**src/rtl/dm_ibp_pkg.sv**
```systemverilog
// Shared types and helpers for the debug-module IBP responder.
// State enum, burst encoding and index-width helper used by dm_ibp_resp and its memory.
package dm_ibp_pkg;

  typedef enum logic [1:0] {
    DM_IBP_ST_IDLE  = 2'd0,
    DM_IBP_ST_WDATA = 2'd1,
    DM_IBP_ST_RRESP = 2'd2,
    DM_IBP_ST_WRESP = 2'd3
  } dm_ibp_resp_state_t;

  localparam logic [3:0] DM_IBP_BURST_SINGLE = 4'h0;

  // A single-word store still needs a 1-bit index so port widths stay legal.
  function automatic int dm_ibp_idx_w(input int depth);
    return (depth > 1) ? $clog2(depth) : 1;
  endfunction

endpackage

```
**src/rtl/dm_ibp_resp_mem.sv**
```systemverilog
// Flop-array scratch store: byte-masked write port and registered read port.
// The read port can be forced to return zero so error responses carry no stale data.
module dm_ibp_resp_mem
  import dm_ibp_pkg::*;
#(
  parameter int DEPTH  = 16,
  parameter int DATA_W = 64,
  parameter int IDX_W  = dm_ibp_idx_w(DEPTH)
) (
  input  logic                clk,
  input  logic                rst_a,
  input  logic                i_wr_en,
  input  logic [IDX_W-1:0]    i_wr_idx,
  input  logic [DATA_W-1:0]   i_wr_data,
  input  logic [DATA_W/8-1:0] i_wr_mask,
  input  logic                i_rd_en,
  input  logic [IDX_W-1:0]    i_rd_idx,
  input  logic                i_rd_zero,
  output logic [DATA_W-1:0]   o_rd_data
);

  logic [DATA_W-1:0] r_mem [DEPTH];
  logic [DATA_W-1:0] r_rd_data;

  always_ff @(posedge clk or negedge rst_a) begin
    if (!rst_a) begin
      for (int i = 0; i < DEPTH; i++) begin
        r_mem[i] <= '0;
      end
    end else if (i_wr_en) begin
      for (int b = 0; b < DATA_W/8; b++) begin
        if (i_wr_mask[b]) begin
          r_mem[i_wr_idx][b*8 +: 8] <= i_wr_data[b*8 +: 8];
        end
      end
    end
  end

  always_ff @(posedge clk or negedge rst_a) begin
    if (!rst_a) begin
      r_rd_data <= '0;
    end else if (i_rd_en) begin
      r_rd_data <= i_rd_zero ? '0 : r_mem[i_rd_idx];
    end
  end

  assign o_rd_data = r_rd_data;

endmodule

```
**src/rtl/dm_ibp_resp.sv**
```systemverilog
// IBP target terminating the DM system-bus-access stream on a local scratch store.
// Optional command-space check is compiled in with DM_IBP_RESP_SPACE_CHK_EN.
//
// state | meaning
// IDLE  | ready for a command
// WDATA | write command taken, waiting for the write data beat
// RRESP | read data valid, waiting for ibp_rd_accept
// WRESP | write response valid, waiting for ibp_wr_resp_accept
module dm_ibp_resp
  import dm_ibp_pkg::*;
#(
  parameter int                    SBA_ADDR_W = 32,
  parameter int                    SBA_DATA_W = 64,
  parameter int                    DEPTH      = 16,
  parameter logic [SBA_ADDR_W-1:0] BASE_ADDR  = '0,
  parameter logic [3:0]            SPACE_ID   = 4'h0
) (
  input  logic                    clk,
  input  logic                    rst_a,
  input  logic                    dm_active,
  input  logic                    ibp_cmd_valid,
  output logic                    ibp_cmd_accept,
  input  logic                    ibp_cmd_read,
  input  logic [SBA_ADDR_W-1:0]   ibp_cmd_addr,
  input  logic [3:0]              ibp_cmd_space,
  input  logic [3:0]              ibp_cmd_burst,
  output logic                    ibp_rd_valid,
  input  logic                    ibp_rd_accept,
  output logic [SBA_DATA_W-1:0]   ibp_rd_data,
  output logic                    ibp_rd_err,
  output logic                    ibp_rd_last,
  input  logic                    ibp_wr_valid,
  output logic                    ibp_wr_accept,
  input  logic [SBA_DATA_W-1:0]   ibp_wr_data,
  input  logic [SBA_DATA_W/8-1:0] ibp_wr_mask,
  input  logic                    ibp_wr_last,
  output logic                    ibp_wr_done,
  output logic                    ibp_wr_err,
  input  logic                    ibp_wr_resp_accept
);

  localparam int BYTES    = SBA_DATA_W / 8;
  localparam int BYTE_LSB = $clog2(BYTES);
  localparam int SPAN_LSB = $clog2(DEPTH * BYTES);
  localparam int IDX_W    = dm_ibp_idx_w(DEPTH);

  dm_ibp_resp_state_t r_state;
  logic [IDX_W-1:0]   r_idx;
  logic               r_err_q;
  logic               r_rd_valid;
  logic               r_rd_err;
  logic               r_wr_accept;
  logic               r_wr_done;
  logic               r_wr_err;

  logic               w_cmd_hs;
  logic               w_wr_hs;
  logic               w_range_err;
  logic               w_align_err;
  logic               w_burst_err;
  logic               w_space_err;
  logic               w_cmd_err;
  logic [IDX_W-1:0]   w_idx;
  logic               w_mem_wr_en;
  logic               w_mem_rd_en;

  // Reset gates accept directly so it reads 0 for the whole time rst_a is low.
  assign ibp_cmd_accept = (r_state == DM_IBP_ST_IDLE) && dm_active && rst_a;
  assign w_cmd_hs       = ibp_cmd_valid && ibp_cmd_accept;
  assign w_wr_hs        = dm_active && r_wr_accept && ibp_wr_valid;

  // BASE_ADDR is span-aligned, so the range check reduces to matching the bits above the span.
  assign w_range_err = (ibp_cmd_addr >> SPAN_LSB) != (BASE_ADDR >> SPAN_LSB);
  assign w_align_err = |ibp_cmd_addr[BYTE_LSB-1:0];
  assign w_burst_err = ibp_cmd_burst != DM_IBP_BURST_SINGLE;
  assign w_idx       = IDX_W'(ibp_cmd_addr >> BYTE_LSB);

`ifdef DM_IBP_RESP_SPACE_CHK_EN
  assign w_space_err = ibp_cmd_space != SPACE_ID;
`else
  logic w_unused_space;
  assign w_unused_space = ^{ibp_cmd_space, SPACE_ID};
  assign w_space_err    = 1'b0;
`endif

  assign w_cmd_err   = w_range_err || w_align_err || w_burst_err || w_space_err;
  assign w_mem_rd_en = w_cmd_hs && ibp_cmd_read;
  assign w_mem_wr_en = w_wr_hs && !r_err_q && ibp_wr_last;

  always_ff @(posedge clk or negedge rst_a) begin
    if (!rst_a) begin
      r_state     <= DM_IBP_ST_IDLE;
      r_idx       <= '0;
      r_err_q     <= 1'b0;
      r_rd_valid  <= 1'b0;
      r_rd_err    <= 1'b0;
      r_wr_accept <= 1'b0;
      r_wr_done   <= 1'b0;
      r_wr_err    <= 1'b0;
    end else if (dm_active) begin
      case (r_state)
        DM_IBP_ST_IDLE: begin
          if (w_cmd_hs) begin
            r_idx   <= w_idx;
            r_err_q <= w_cmd_err;
            if (ibp_cmd_read) begin
              r_state    <= DM_IBP_ST_RRESP;
              r_rd_valid <= 1'b1;
              r_rd_err   <= w_cmd_err;
            end else begin
              r_state     <= DM_IBP_ST_WDATA;
              r_wr_accept <= 1'b1;
            end
          end
        end
        DM_IBP_ST_WDATA: begin
          if (w_wr_hs) begin
            r_state     <= DM_IBP_ST_WRESP;
            r_wr_accept <= 1'b0;
            r_wr_done   <= 1'b1;
            r_wr_err    <= r_err_q || !ibp_wr_last;
          end
        end
        DM_IBP_ST_RRESP: begin
          if (ibp_rd_accept) begin
            r_state    <= DM_IBP_ST_IDLE;
            r_rd_valid <= 1'b0;
            r_rd_err   <= 1'b0;
          end
        end
        DM_IBP_ST_WRESP: begin
          if (ibp_wr_resp_accept) begin
            r_state   <= DM_IBP_ST_IDLE;
            r_wr_done <= 1'b0;
            r_wr_err  <= 1'b0;
          end
        end
        default: begin
          r_state <= DM_IBP_ST_IDLE;
        end
      endcase
    end
  end

  dm_ibp_resp_mem #(
    .DEPTH  (DEPTH),
    .DATA_W (SBA_DATA_W),
    .IDX_W  (IDX_W)
  ) u_mem (
    .clk       (clk),
    .rst_a     (rst_a),
    .i_wr_en   (w_mem_wr_en),
    .i_wr_idx  (r_idx),
    .i_wr_data (ibp_wr_data),
    .i_wr_mask (ibp_wr_mask),
    .i_rd_en   (w_mem_rd_en),
    .i_rd_idx  (w_idx),
    .i_rd_zero (w_cmd_err),
    .o_rd_data (ibp_rd_data)
  );

  assign ibp_rd_valid  = r_rd_valid;
  assign ibp_rd_err    = r_rd_err;
  assign ibp_rd_last   = r_rd_valid;
  assign ibp_wr_accept = r_wr_accept;
  assign ibp_wr_done   = r_wr_done;
  assign ibp_wr_err    = r_wr_err;

endmodule

```
**config.mk**
```make
export PLATFORM = sky130hd
export DESIGN_NAME = dm_ibp_resp
export DESIGN_NICKNAME = d
export VERILOG_FILES = /design/src/rtl/dm_ibp_pkg.sv /design/src/rtl/dm_ibp_resp_mem.sv /design/src/rtl/dm_ibp_resp.sv
export SDC_FILE = /design/constraint.sdc
export NUM_CORES = 2
export LEC_CHECK = 0
export ABC_AREA = 1
export BUFFER_PORTS_ARGS = -buffer_cell sky130_fd_sc_hd__buf_2
export CAP_MARGIN = 20
export CORE_MARGIN = 2
export CORE_UTILIZATION = 37
export DETAILED_ROUTE_END_ITERATION = 16
export GPL_ROUTABILITY_DRIVEN = 0
export PLACE_DENSITY = 0.6
export SLEW_MARGIN = 20
export SYNTH_ARGS = -nofsm -noshare
export SYNTH_HDL_FRONTEND = slang
export SYNTH_HIERARCHICAL = 1
export SYNTH_SLANG_ARGS = --single-unit
```
**constraint.sdc**
```tcl
create_clock -name clk -period 1.8 [get_ports clk]
set_clock_uncertainty 0.1 [all_clocks]
set_input_delay 0.09 -clock clk [delete_from_list [all_inputs] [get_ports clk]]
set_output_delay 0.09 -clock clk [all_outputs]
set_load 0.02 [all_outputs]
```
==> impl_metrics.tcl <==
set metrics [dict create \
    clock-root-buffer "clkbuf_16" \
    detailed_place.area_sq_um 57500 \
    utilization_pct 46.0 \
    n_fill_cell 13804 \
    pwr-share-clk_pct 38.7 \
    finalSetupViolCount 545 \
    clk_latency_ps 720 \
    rsz0062_at_grt "yes" \
    grt_overflow 0 \
    synth_top_area_share_pct 52.7 \
    ys_warn_count 6 \
    synth.avg_cell_area_sq_um 7.48 \
    vias 45616 \
    synth.most_common_cell "nand2_1" \
    antenna_found_initial 0 \
    drive_gt1_share_pct 13.2 \
    ys_top_cells_by_area "dfrtp_1, nand2_1, o21ai_0" \
    p_switching_mw 18.7 \
    yosysTopAreaCell "dfrtp_1" \
    synth_nets 7107 \
    wirelength_um 158000 \
    hold_violations 0 \
    slowest_stage "dfrtp_1" \
    setup_ws_ps -108 \
    worstPathArrival_ps 2400 \
    end_kind "flip-flop" \
    layout.nets 7476 \
    core_area_sq_um 140000 \
    worst_path_largest_cell_delay_ps 390 \
    synth_area_sq_um 52300 \
    synth_commonest_cells "nand2_1, dfrtp_1, o21ai_0, inv_1, nand3_1" \
    syn_inst 6986 \
    p_int_mw 46.8 \
    slew_headroom_pct 46.8 \
    final_cell_count_no_fill 9327 \
    port_buffers 187 \
    path_cells "nor3_2 > buf_6 > buf_12 > nand2_2 > inv_4 > buf_6 > nand2_1 > buf_4 > nand2_1 > o21ai_0" \
    cts_max_level 3 \
    die_area_sq_um 144000 \
    clock-sinks 1100 \
    grt_pass1_vias 43291 \
    ff2ff_setup_slack_ps -110 \
    cts_buffers 115 \
    leakagePower_nw 31.4 \
    io_pins 192 \
    holdWs_ps 17.4 \
    stdcell_area_sq_um 64400 \
    drc 0 \
    worst_slew_pin_slew_ps 797 \
    grt_max_degree 134 \
    async_flop_share_pct 100 \
    grt_pass1_wl_um 246000 \
    drv_slew 0 \
    pwr-share-seq_pct 44.5 \
    synth_edf_count 0 \
    dpl.hpwl_um 98100 \
    cp.required_ps 2300 \
    drtPass1Iterations 6 \
    switching_share_pct 28.5 \
    tritoncts "yes" \
    grt_util_all_layers_pct 21.2 \
    ys_seq_elements 1100 \
    fin_crit_ps 1910 \
    ys_seq_area_share_pct 52.7 \
    areaGrowthSynthToFinish_pct 23.1 \
    dp_cells 8968 \
    clkSlewWorstSetupHoldPaths_ps 60 \
    dr.first_iter.drc_count 3959 \
    status "finished with violations" \
    p_per_area_nw_per_um2 1020 \
    peakVddDrop_mv 0.758 \
    crit_fanout 16 \
    cts_buffer_depth 3 \
    crit_type "flip-flop to flip-flop" \
    wire_per_inst_um 16.9 \
    num_rows 137 \
    fin_crit_sh_pct 106 \
    dieHeight_um 380 \
    ys_types 22 \
    combPwrFrac_pct 16.7 \
    fmax_ghz 0.524 \
    initial_utilization_pct 37.4 \
    ys.flop_type "dfrtp_1" \
    min_path_type "input pin to async pin" \
    ant_nets 0 \
    startpoint_type "flip-flop" \
    timing.setup.tns_ps -18410 \
    violations "setup timing" \
    fp.dieW_um 380 \
    drv_cap 0 \
    vias_per_cell 4.89 \
    diodes 0 \
]
[final cells by class]
| cell class | instances | area, sq um | area share (%) |
|---|---|---|---|
| timing repair inverter | 2 | 15.0 | 0.0233 |
| multi-input combinational | 4596 | 20400 | 31.7 |
| timing repair buffer | 677 | 6710 | 10.4 |
| sequential | 1100 | 27500 | 42.8 |
| clock inverter | 40 | 611 | 0.949 |
| clock buffer | 173 | 3440 | 5.34 |
| inverter | 863 | 3290 | 5.12 |
| tap | 1876 | 2350 | 3.65 |
[per-stage QoR]
step	power, mW	worst slack [ps]
floorplan	35.4	19.7
global placement	39.5	-105
CTS	65.8	-57.9
finish	65.5	-108
global route	68.8	-179
detailed placement	39.8	-141
[power by group through the flow]
stage / registers [mW] / logic [mW] / clock network (mW)
floorplan: 29.2 / 6.16 / 0
global route: 29.5 / 12.4 / 26.9
finish: 29.2 / 10.9 / 25.4
global placement: 29.4 / 10.1 / 0
CTS: 29.1 / 10.7 / 26.0
detailed placement: 29.5 / 10.3 / 0
[cells in the final DEF, fill, tap and decap left out, types with 39 or more instances in the layout]
cell type,count
nand2_2,103
dlygate4sd3_1,89
o21ai_0,798
nand3_1,772
buf_4,184
o21ai_1,214
buf_2,193
buf_6,82
dfrtp_1,1099
buf_12,95
inv_1,848
clkbuf_16,127
nand2_4,39
nand2_1,2592
[logic make-up after synthesis]
| family | count (synthesis) | share of synthesized area, % |
|---|---|---|
| flops | 1100 | 52.7 |
| simple gates | 3565 | 27.8 |
| buf+inv | 1290 | 9.66 |
| compound gates | 1031 | 9.87 |
[sequential cells by signal (all words and copies together), names as in the netlist, 2 cells and up]
name,count
u_mem/r_mem,1024
u_mem/o_rd_data,64
r_idx,4
r_state,2
[timing repair]
item / CTS / global route
cloned: 21 / 24
hold buffers: 87 / 4
pin swaps: 6 / 32
resized for setup: 254 / 283
setup buffers: 5 / 6
hold endpoints to repair: 2181 / 26
setup endpoints to repair: 863 / 1203
[critical path, delay by kind of cell (launching register included)]
kind / cells / cell delay (ps)
flops: 1 / 390
compound gates: 1 / 90
buf+inv: 5 / 790
simple gates: 4 / 420
[worst paths after layout]
| kind | cells after the start | endpoint | startpoint |
|---|---|---|---|
| worst max-delay path | 10 | u_mem/r_mem[799] | r_err_q |
| worst min register to register | 2 | u_mem/o_rd_data[13] | u_mem/o_rd_data[13] |
| min in group clk | 6 | r_idx[0] | ibp_cmd_addr[3] |
| max in group asynchronous | 5 | u_mem/o_rd_data[13] | rst_a |
| worst max register to register | 10 | u_mem/r_mem[799] | r_err_q |
| worst min-delay path | 3 | u_mem/r_mem[1013] | rst_a |
[metal layers]
| metal | track usage [%] | vias up | share of wire (%) | wire length (um) |
|---|---|---|---|---|
| met1 | 29.9 | 21739 | 46 | 73100 |
| met2 | 33.9 | 1165 | 46 | 72400 |
| met4 | 6.55 | 0 | 2.5 | 4010 |
| met3 | 2.53 | 221 | 5.3 | 8340 |
| li1 | - | 22491 | - | - |
| met5 | 0 | - | 0 | 0 |
Note: power is estimated with default switching activity, not from simulation.
